[config.mk]
export PLATFORM = sky130hd
export DESIGN_NAME = regfile_scan_flat
export DESIGN_NICKNAME = d
export VERILOG_FILES = /design/src/rtl/regfile_pkg.sv /design/src/rtl/regfile_scan_if.sv /design/src/rtl/regfile_dump_fsm.sv /design/src/rtl/regfile_scan.sv /design/src/flat_wrapper.sv
export SDC_FILE = /design/constraint.sdc
export NUM_CORES = 2
export LEC_CHECK = 0
export BUFFER_PORTS_ARGS = -buffer_cell sky130_fd_sc_hd__buf_2
export CAP_MARGIN = 20
export CORE_AREA = 2 2 384 386
export CTS_BUF_LIST = sky130_fd_sc_hd__clkbuf_4 sky130_fd_sc_hd__clkbuf_8
export CTS_CLUSTER_DIAMETER = 60
export CTS_CLUSTER_SIZE = 20
export DETAILED_ROUTE_END_ITERATION = 6
export DIE_AREA = 0 0 386 388
export PLACE_DENSITY_LB_ADDON = 0.3
export SLEW_MARGIN = 30
export SYNTH_ARGS = -nofsm -noshare
export SYNTH_HDL_FRONTEND = slang
export SYNTH_SLANG_ARGS = --single-unit
[constraint.sdc]
create_clock -name clk -period 2.9 [get_ports clk]
set_input_delay 0.29 -clock clk [delete_from_list [all_inputs] [get_ports clk]]
set_output_delay 0.29 -clock clk [all_outputs]
set_load 0.1 [all_outputs]
[src/rtl/regfile_pkg.sv]
// Shared types and defaults for the scan-capable register file.
// Imported by the interface, the dump FSM and the top.
package regfile_pkg;

  typedef enum logic [1:0] {
    IDLE,
    SCAN,
    DONE
  } state_e;

  localparam int DEF_WIDTH = 32;
  localparam int DEF_DEPTH = 32;

endpackage

[src/rtl/regfile_scan_if.sv]
// Datapath ports plus the valid/ready dump channel of regfile_scan.
// master = datapath/consumer side, slave = register file.
interface regfile_scan_if
  import regfile_pkg::*;
#(
  parameter int WIDTH = DEF_WIDTH,
  parameter int DEPTH = DEF_DEPTH
);

  localparam int AW = $clog2(DEPTH);

  logic             we;
  logic [AW-1:0]    wa;
  logic [WIDTH-1:0] wd;
  logic [AW-1:0]    ra1;
  logic [AW-1:0]    ra2;
  logic [WIDTH-1:0] rd1;
  logic [WIDTH-1:0] rd2;
  logic             dump_start;
  logic             dump_ready;
  logic             dump_valid;
  logic [AW-1:0]    dump_addr;
  logic [WIDTH-1:0] dump_data;
  logic             dump_busy;
  logic             dump_done;

  modport master (
    output we, wa, wd, ra1, ra2,
    output dump_start, dump_ready,
    input  rd1, rd2,
    input  dump_valid, dump_addr, dump_data,
    input  dump_busy, dump_done
  );

  modport slave (
    input  we, wa, wd, ra1, ra2,
    input  dump_start, dump_ready,
    output rd1, rd2,
    output dump_valid, dump_addr, dump_data,
    output dump_busy, dump_done
  );

endinterface

[src/rtl/regfile_dump_fsm.sv]
// Scan engine: walks every register out over valid/ready,
// capturing each beat with forwarding from a same-edge write.
module regfile_dump_fsm
  import regfile_pkg::*;
#(
  parameter int WIDTH = DEF_WIDTH,
  parameter int DEPTH = DEF_DEPTH
) (
  input  logic                       clk,
  input  logic                       reset,
  input  logic                       start_i,
  input  logic                       ready_i,
  input  logic                       wr_en_i,
  input  logic [$clog2(DEPTH)-1:0]   wa_i,
  input  logic [WIDTH-1:0]           wd_i,
  input  logic [WIDTH-1:0]           rdata_i,
  output logic [$clog2(DEPTH)-1:0]   ld_addr_o,
  output logic                       valid_o,
  output logic                       busy_o,
  output logic                       done_o,
  output logic [$clog2(DEPTH)-1:0]   addr_o,
  output logic [WIDTH-1:0]           data_o
);

  localparam int AW = $clog2(DEPTH);
  localparam logic [AW-1:0] LAST = AW'(DEPTH - 1);

  state_e           state_q, state_d;
  logic [AW-1:0]    addr_q, addr_d;
  logic [WIDTH-1:0] data_q, data_d;
  logic [WIDTH-1:0] beat;

  // Address the next beat would load from on this edge.
  assign ld_addr_o = (state_q == SCAN) ? addr_q + 1'b1 : '0;
  assign beat = (wr_en_i && wa_i == ld_addr_o) ? wd_i : rdata_i;

  always_ff @(posedge clk or negedge reset) begin
    if (!reset) begin
      state_q <= IDLE;
      addr_q  <= '0;
      data_q  <= '0;
    end else begin
      state_q <= state_d;
      addr_q  <= addr_d;
      data_q  <= data_d;
    end
  end

  always_comb begin
    state_d = state_q;
    addr_d  = addr_q;
    data_d  = data_q;
    unique case (state_q)
      IDLE: begin
        if (start_i) begin
          state_d = SCAN;
          addr_d  = '0;
          data_d  = beat;
        end
      end
      SCAN: begin
        if (ready_i) begin
          if (addr_q == LAST) begin
            state_d = DONE;
            addr_d  = '0;
            data_d  = '0;
          end else begin
            addr_d = ld_addr_o;
            data_d = beat;
          end
        end
      end
      DONE: state_d = IDLE;
      default: state_d = IDLE;
    endcase
  end

  assign valid_o = (state_q == SCAN);
  assign busy_o  = (state_q == SCAN);
  assign done_o  = (state_q == DONE);
  assign addr_o  = addr_q;
  assign data_o  = data_q;

endmodule

[src/rtl/regfile_scan.sv]
// Register file, two async read ports, one write port,
// plus a synthesizable dump engine for debug readout.
module regfile_scan
  import regfile_pkg::*;
#(
  parameter int WIDTH    = DEF_WIDTH,
  parameter int DEPTH    = DEF_DEPTH,
  parameter bit ZERO_REG = 1'b1
) (
  input logic          clk,
  input logic          reset,
  regfile_scan_if.slave bus
);

  localparam int AW = $clog2(DEPTH);
  localparam logic [AW:0] LIM = (AW+1)'(DEPTH);

  logic [WIDTH-1:0] mem_q [DEPTH];
  logic             wr_en;
  logic [AW-1:0]    ld_addr;
  logic [WIDTH-1:0] ld_rdata;

  function automatic logic in_range(input logic [AW-1:0] a);
    return {1'b0, a} < LIM;
  endfunction

  function automatic logic is_zero(input logic [AW-1:0] a);
    return ZERO_REG && (a == '0);
  endfunction

  function automatic logic [WIDTH-1:0] rd_port(
    input logic [AW-1:0] a
  );
    if (!in_range(a) || is_zero(a)) return '0;
    return mem_q[a];
  endfunction

  assign wr_en = bus.we && in_range(bus.wa) && !is_zero(bus.wa);

  always_ff @(posedge clk or negedge reset) begin
    if (!reset) begin
      for (int i = 0; i < DEPTH; i++) mem_q[i] <= '0;
    end else if (wr_en) begin
      mem_q[bus.wa] <= bus.wd;
    end
  end

  assign bus.rd1 = rd_port(bus.ra1);
  assign bus.rd2 = rd_port(bus.ra2);

  // Register 0 is never written when hardwired, so it reads 0 here.
  assign ld_rdata = mem_q[ld_addr];

  regfile_dump_fsm #(
    .WIDTH (WIDTH),
    .DEPTH (DEPTH)
  ) u_fsm (
    .clk       (clk),
    .reset     (reset),
    .start_i   (bus.dump_start),
    .ready_i   (bus.dump_ready),
    .wr_en_i   (wr_en),
    .wa_i      (bus.wa),
    .wd_i      (bus.wd),
    .rdata_i   (ld_rdata),
    .ld_addr_o (ld_addr),
    .valid_o   (bus.dump_valid),
    .busy_o    (bus.dump_busy),
    .done_o    (bus.dump_done),
    .addr_o    (bus.dump_addr),
    .data_o    (bus.dump_data)
  );

endmodule

[src/flat_wrapper.sv]
// flat-port wrapper written by rule: the top's interface ports become plain ports
module regfile_scan_flat import regfile_pkg::*;
#(
  parameter int WIDTH    = DEF_WIDTH,
  parameter int DEPTH    = DEF_DEPTH,
  parameter bit ZERO_REG = 1'b1
)
  (clk, reset, bus_we, bus_wa, bus_wd, bus_ra1, bus_ra2, bus_dump_start, bus_dump_ready, bus_rd1, bus_rd2, bus_dump_valid, bus_dump_addr, bus_dump_data, bus_dump_busy, bus_dump_done);
  regfile_scan_if #(.WIDTH(WIDTH), .DEPTH(DEPTH)) bus_i ();
  input logic clk;
  input logic reset;
  input wire logic [$bits(bus_i.we)-1:0] bus_we;
  input wire logic [$bits(bus_i.wa)-1:0] bus_wa;
  input wire logic [$bits(bus_i.wd)-1:0] bus_wd;
  input wire logic [$bits(bus_i.ra1)-1:0] bus_ra1;
  input wire logic [$bits(bus_i.ra2)-1:0] bus_ra2;
  input wire logic [$bits(bus_i.dump_start)-1:0] bus_dump_start;
  input wire logic [$bits(bus_i.dump_ready)-1:0] bus_dump_ready;
  output wire logic [$bits(bus_i.rd1)-1:0] bus_rd1;
  output wire logic [$bits(bus_i.rd2)-1:0] bus_rd2;
  output wire logic [$bits(bus_i.dump_valid)-1:0] bus_dump_valid;
  output wire logic [$bits(bus_i.dump_addr)-1:0] bus_dump_addr;
  output wire logic [$bits(bus_i.dump_data)-1:0] bus_dump_data;
  output wire logic [$bits(bus_i.dump_busy)-1:0] bus_dump_busy;
  output wire logic [$bits(bus_i.dump_done)-1:0] bus_dump_done;
  assign bus_i.we = bus_we;
  assign bus_i.wa = bus_wa;
  assign bus_i.wd = bus_wd;
  assign bus_i.ra1 = bus_ra1;
  assign bus_i.ra2 = bus_ra2;
  assign bus_i.dump_start = bus_dump_start;
  assign bus_i.dump_ready = bus_dump_ready;
  assign bus_rd1 = bus_i.rd1;
  assign bus_rd2 = bus_i.rd2;
  assign bus_dump_valid = bus_i.dump_valid;
  assign bus_dump_addr = bus_i.dump_addr;
  assign bus_dump_data = bus_i.dump_data;
  assign bus_dump_busy = bus_i.dump_busy;
  assign bus_dump_done = bus_i.dump_done;
  regfile_scan #(.WIDTH(WIDTH), .DEPTH(DEPTH), .ZERO_REG(ZERO_REG)) u_core (.clk(clk), .reset(reset), .bus(bus_i));
endmodule
Yosys cells after proc, flatten, opt, wreduce, memory -nomap -nowiden. Cells that the tools add are included.

Bits in registers: 1063. Bits in latches: 0. Memory bits (writable): 0. ROM bits: 0. Bits of input ports: 52. Output and inout port bits: 104. Logic and storage cells: 95. Memories: 0.

$add $sub $neg: 1. Multiply operators: 0. Divide/modulo/power cells: 0. Order comparisons: 5. Eq/ne operators: 7. Shift-type cells: 0. Muxes and demuxes: 32. Bitwise logic cells: 4. Reduce and logical (&&, ||, !) cells: 11.

Operators by type and width (count): 1024-bit bitwise mux (1); 32-bit binary-select mux with 5-bit select (3); 32-bit 2-to-1 mux (15); 32-bit demux with 5-bit select (1); 32-bit one-hot mux with 2 select lines (1); 6-bit greater-or-equal comparator (second input constant) (4); 5-bit NOT with 6-bit output (4); 5-bit 2-to-1 mux (4); 5-bit logical NOT (3); 5-bit one-hot mux with 2 select lines (1); 6-bit by 1-bit < comparator with 1-bit output (second input constant) (1); 2-bit 2-to-1 mux (3); 3-bit AND reduction (2); 5-bit by 1-bit adder with 5-bit output (second input constant) (1); 5-bit equality test (1); 5-bit equality test (second input constant) (1); 2-bit inequality test (second input constant) (2); 2-bit one-hot mux with 2 select lines (1); 1-bit logical AND (3); 2-bit by 1-bit equality test with 1-bit output (second input constant) (1); 2-bit equality test (second input constant) (1); 2-bit logical NOT (1); 1-bit 2-to-1 mux (2); 2-bit by 1-bit inequality test with 1-bit output (second input constant) (1); 2 further kinds (2).

Depth between registers and ports, before layout.
Word-level depth: 10. Mapped depth: 13. Depth with buffers taken out: 9.

By module. From an unflattened synthesis, not the netlist that was laid out.

Cells, all modules: 4301. Area, all modules: 64280.4 um^2.

Modules (own cells, without submodules): regfile_scan (instances 1, cells each 4053, area each 61940.7 um^2, seq. area each 25624.6 um^2); regfile_dump_fsm (instances 1, cells each 248, area each 2339.7 um^2, seq. area each 975.9 um^2).

Least setup slack after synthesis. Ideal clock, no wire load.

Path type: reg2reg. Start point: register u_core.u_fsm.addr_q[0], in the netlist u_core.u_fsm.addr_o[0]. End point: register u_core.u_fsm.data_q[13], in the netlist u_core.u_fsm.data_o[13]. Setup time: 126 ps. Data arrival time: 3332 ps. Required time: 2774 ps. Path slack: -558 ps. Stages on the path, launching flop included: 13. Path buffers: 4. Period minus slack after synthesis: 3458 ps. Cell sequence: dfrtp_1 > ha_1 > and3_1 > ha_1 > buf_2 > nand3b_1 > buf_2 > buf_1 > clkbuf_1 > o211ai_1 > nand3_1 > a22oi_1 > a221o_1.

Word-level cells in the longest chain between the ends: 10. Elaborated cells between the ends (all ways): 14. Classes of those cells: add/sub: 1; eq/ne: 2; mux: 9; bitwise: 1; reduce/logical: 1.

RTL lines: start: declaration (RTL line regfile_dump_fsm.sv:29) `logic [AW-1:0] addr_q, addr_d;`; start signal: assignment (RTL line regfile_dump_fsm.sv:44) `addr_q <= addr_d;`; 5-bit by 1-bit adder with 5-bit output (RTL line regfile_dump_fsm.sv:34) `assign ld_addr_o = (state_q == SCAN) ? addr_q + 1'b1 : '0;`; 5-bit 2-to-1 mux (RTL line regfile_dump_fsm.sv:34); 5-bit NOT with 6-bit output (not written as such) (RTL line regfile_scan.sv:52) `assign ld_rdata = mem_q[ld_addr];`; 32-bit binary-select mux with 5-bit select (RTL line regfile_scan.sv:52); 32-bit 2-to-1 mux (not written as such) (2 in a row) (RTL line regfile_scan.sv:52); 32-bit 2-to-1 mux (RTL line regfile_dump_fsm.sv:35) `assign beat = (wr_en_i && wa_i == ld_addr_o) ? wd_i : rdata_i;`; 32-bit 2-to-1 mux (RTL line regfile_dump_fsm.sv:63) `if (addr_q == LAST) begin`; 32-bit 2-to-1 mux (RTL line regfile_dump_fsm.sv:62) `if (ready_i) begin`; 32-bit one-hot mux with 2 select lines (*) (RTL line regfile_dump_fsm.sv:53) `unique case (state_q)`; end signal: assignment (RTL line regfile_dump_fsm.sv:45) `data_q <= data_d;`; end: declaration (RTL line regfile_dump_fsm.sv:30) `logic [WIDTH-1:0] data_q, data_d;`.

Every way passes the cells marked *; elsewhere a longest branch is shown, timed or not. The select of a mux whose other input is x is not followed. A chain may end at the register's enable or synchronous reset.

Worst setup path after layout.
Start point: register u_core.mem_q[922] in the netlist's numbering. End point: output bus_rd2[26].

Word-level cells in the longest chain between the ends: 4.

RTL lines: start: declaration (RTL line regfile_scan.sv:18) `logic [WIDTH-1:0] mem_q [DEPTH];`; start signal: indexed assignment (RTL line regfile_scan.sv:44) `mem_q[bus.wa] <= bus.wd;`; 32-bit binary-select mux with 5-bit select (RTL line regfile_scan.sv:35) `return mem_q[a];`; 32-bit 2-to-1 mux (not written as such) (2 in a row) (RTL line regfile_scan.sv:35); 32-bit 2-to-1 mux (RTL line regfile_scan.sv:35); end: declaration (RTL line flat_wrapper.sv:20) `output wire logic [$bits(bus_i.rd2)-1:0] bus_rd2;`.

No other way between the ends. The select of a mux whose other input is x is not followed.

==> impl_results.md <==
- First-pass GRT wire length: 357 mm
- Slew Limit Fails: 0
- Pwr dens: 759 nW/um^2
- Sw power: 24,200 uW
- Cell mode on critical path: mux4_2
- Worst setup margin: -0.367 ns
- Grt total ovfl: 0
- Final Cycle Share: 113%
- Post-route antenna net violation count: 0
- Commonest non-fill, non-tap cells in the layout: 1,058 x dfrtp_1, 1,050 x mux2_2, 706 x mux4_2
- Mapped cell area: 65,200 sq um
- Post-synth top flop: dfrtp_1
- Iter 0 DRT Violations: 6,612
- Area delta synth->final: 18.3%
- Worst Setup Start Kind: flip-flop
- Final Hold Vio Count: 0
- Initial antenna violation count: 13
- Kind of cell adding the most delay to the critical path: multiplexers
- Nets: 5,038
- Mean area per synthesized cell: 13.8 sq um
- Hold Path Depth: 3
- Residual DRC: 0
- Yosys warnings: 0
- Design area: 77,200 sq um
- Post-DP HPWL: 156 mm
- Required @ worst endpoint: 2.61 ns
- Clk root buf: clkbuf_8
- TritonCTS clock tree: yes
- Clock skew: 0.0674 ns
- Power Total: 58,500 uW
- Post-DP Area: 71,300 sq um
- Die height: 388 um
- Sw frac: 41.3%
- Clock share of power: 19.6%
- Starting Density: 44.9%
- TNS Setup: -14.85 ns
- CP max stage delay: 0.49 ns
- Layout cells sized above 1: 55.9%
- Vias in the first global route: 49,000
- Relative slew slack: 48.4%
- Synth Instances: 4,740
- Hold crit path type: primary input to flip-flop
- P_int: 34,400 uW
- Fin Hold WS: 0.0506 ns
- Worst-case reg-to-reg path depth: 11
- Commonest non-fill, non-tap cell in the layout: dfrtp_1
- Pre-antenna DRT Iters: 6
- EDFF count, synth: 0
- Crit path cell chain: mux4_2 > mux4_2 > mux2i_2 > buf_6 > nor2_4 > buf_12
- Fin crit period: 3.27 ns
- # IOs: 156
- Synth unique cells: 69
- Power share of the sequential group: 35.6%
- Critical-path maximum fanout: 4
- FF+latch count, synth: 1,063
- DR vias/cell: 7.08
- Die footprint: 150,000 sq um
- H-tree levels: 3
- Max IR drop VDD: 0.000687 V
- Clock slew at reported path FFs: 0.12 ns
- Async set-reset flop share out of synthesis: 100%
- Setup Crit Path Kind: flip-flop to primary output
- WP depth: 6
- Crit end category: primary output
- Routed len/inst: 35.9 um
- Slowest cell on crit path: mux4_2
- GRT Total Usage: 33.1%
- CTS Buffer Depth: 3
- Worst slew pin tran: 0.774 ns
- Max-cap violations: 0
- Core box area: 145,000 sq um
- GP Congestion: 0.918
- Gate power share: 44.8%
- RSZ-0062 raised after global routing: yes
- Clock sinks: 1,063
- Clock Latency Late Sink: 0.94 ns
- Die X: 386 um
- Final setup viols: 65
- Detailed-route via count: 49,500
- Largest net degree at the start of global routing: 101
- Syn_nets: 4,794
- PortBufs: 155
- Routed WL: 251 mm
- Failing checks: negative setup slack
- Sequential element share of the synthesized area: 40.8%
- Status: complete, but fails checks
- Leak: 0.0326 uW
- Buffers and inverters on the worst path: 2
- Max Fclk: 0.306 GHz
- Crit path arrival time: 2.98 ns
- Row count: 140
- CTS buffer count: 103
through the flow:
stage	worst slack, ns	std cells	util [%]
after floorplan	0.000208	4740	-
after global placement	-0.255	6649	49.1
after detailed placement	-0.254	6649	49.1
after CTS	-0.393	6943	52.4
after global routing	-0.425	6995	53.1
final	-0.367	6998	53.1
cells by family after synthesis:
kind of cell | count (synthesis) | share of synthesized area [%]
AND/OR/NAND/NOR | 637 | 4.32
buffers and inverters | 571 | 3.78
XOR/XNOR | 6 | 0.0921
AO/OA/AOI/OAI | 537 | 5.92
flip-flops | 1063 | 40.8
multiplexers | 1924 | 45.1
adder cells (fa/ha/maj) | 2 | 0.0383
flip-flops by register name, summed over array words and instances, names as in the netlist:
register              count
u_core.u_fsm.state_q      2
u_core.mem_q           1024
u_core.u_fsm.data_o      32
u_core.u_fsm.addr_o       5
layout make-up:
type	instances	area, sq um
Antenna cell	6	15.0
Clock buffer	113	1520
Clock inverter	83	1080
Fill cell	11900	68000
Inverter	11	46.3
Multi-Input combinational cell	3106	37400
Sequential cell	1063	26600
Tap cell	1917	2400
Timing Repair Buffer	699	8070
repair_timing:
item,in CTS,in global routing
pin swaps,8,22
setup buffers,66,44
endpoints found under the setup margin,93,95
hold buffers,31,0
resized for setup,315,120
endpoints found under the hold margin,1330,0
cloned,3,7
worst reg2reg max path: cells and delay by family, from the launching register on:
family / cells / cell delay [ns]
compound gates: 2 / 0.42
buf+inv: 2 / 0.40
simple gates: 4 / 0.79
flops: 1 / 0.53
fa+ha+maj: 2 / 0.45
xor+xnor: 1 / 0.20
path summary, 6_finish.rpt:
check	slack [ns]	from	to
min in group asynchronous	0.17	reset	u_core.mem_q[385]$_DFFE_PN0P_
max in group asynchronous	1.92	reset	u_core.mem_q[835]$_DFFE_PN0P_
max	-0.37	u_core.mem_q[922]$_DFFE_PN0P_	bus_rd2[26]
min	0.05	bus_wd[18]	u_core.u_fsm.data_o[18]$_DFFE_PN0P_
max reg2reg	0	u_core.u_fsm.addr_o[0]$_DFFE_PN0P_	u_core.u_fsm.data_o[9]$_DFFE_PN0P_
min reg2reg	0.43	u_core.mem_q[1015]$_DFFE_PN0P_	u_core.mem_q[1015]$_DFFE_PN0P_
layer usage:
layer / GRT usage (%) / vias to the layer above / wire [um]
met5: 0.552 / - / 203
met4: 19.7 / 16 / 17300
met3: 9.85 / 925 / 31200
met2: 48.4 / 3659 / 111000
met1: 43.6 / 25900 / 91900
li1: - / 19000 / -
synthesized netlist by cell type, drive strengths merged (28+ instances only):
| library cell | instances | area share (%) |
|---|---|---|
| nand3 | 61 | 0.47 |
| nor2 | 151 | 0.88 |
| buf | 237 | 1.9 |
| a22oi | 29 | 0.33 |
| mux4 | 706 | 24 |
| a221oi | 34 | 0.46 |
| o221ai | 39 | 0.52 |
| mux2i | 168 | 2.6 |
| or2 | 28 | 0.27 |
| clkbuf | 323 | 1.9 |
| nand2 | 295 | 1.7 |
| o21ai | 98 | 0.75 |
| a21oi | 93 | 0.72 |
| dfrtp | 1063 | 41 |
| nand2b | 35 | 0.34 |
| mux2 | 1050 | 18 |
power groups by stage:
stage          Clock [uW]  Combinational, uW  Sequential [uW]
2_1_floorplan           0              14400            21100
3_3_place_gp            0              22500            20800
3_5_place_dp            0              22800            21000
4_1_cts             11600              24700            20600
5_1_grt             12200              27100            21100
6_report            11500              26200            20800
Power figures use the tool's default switching activity.
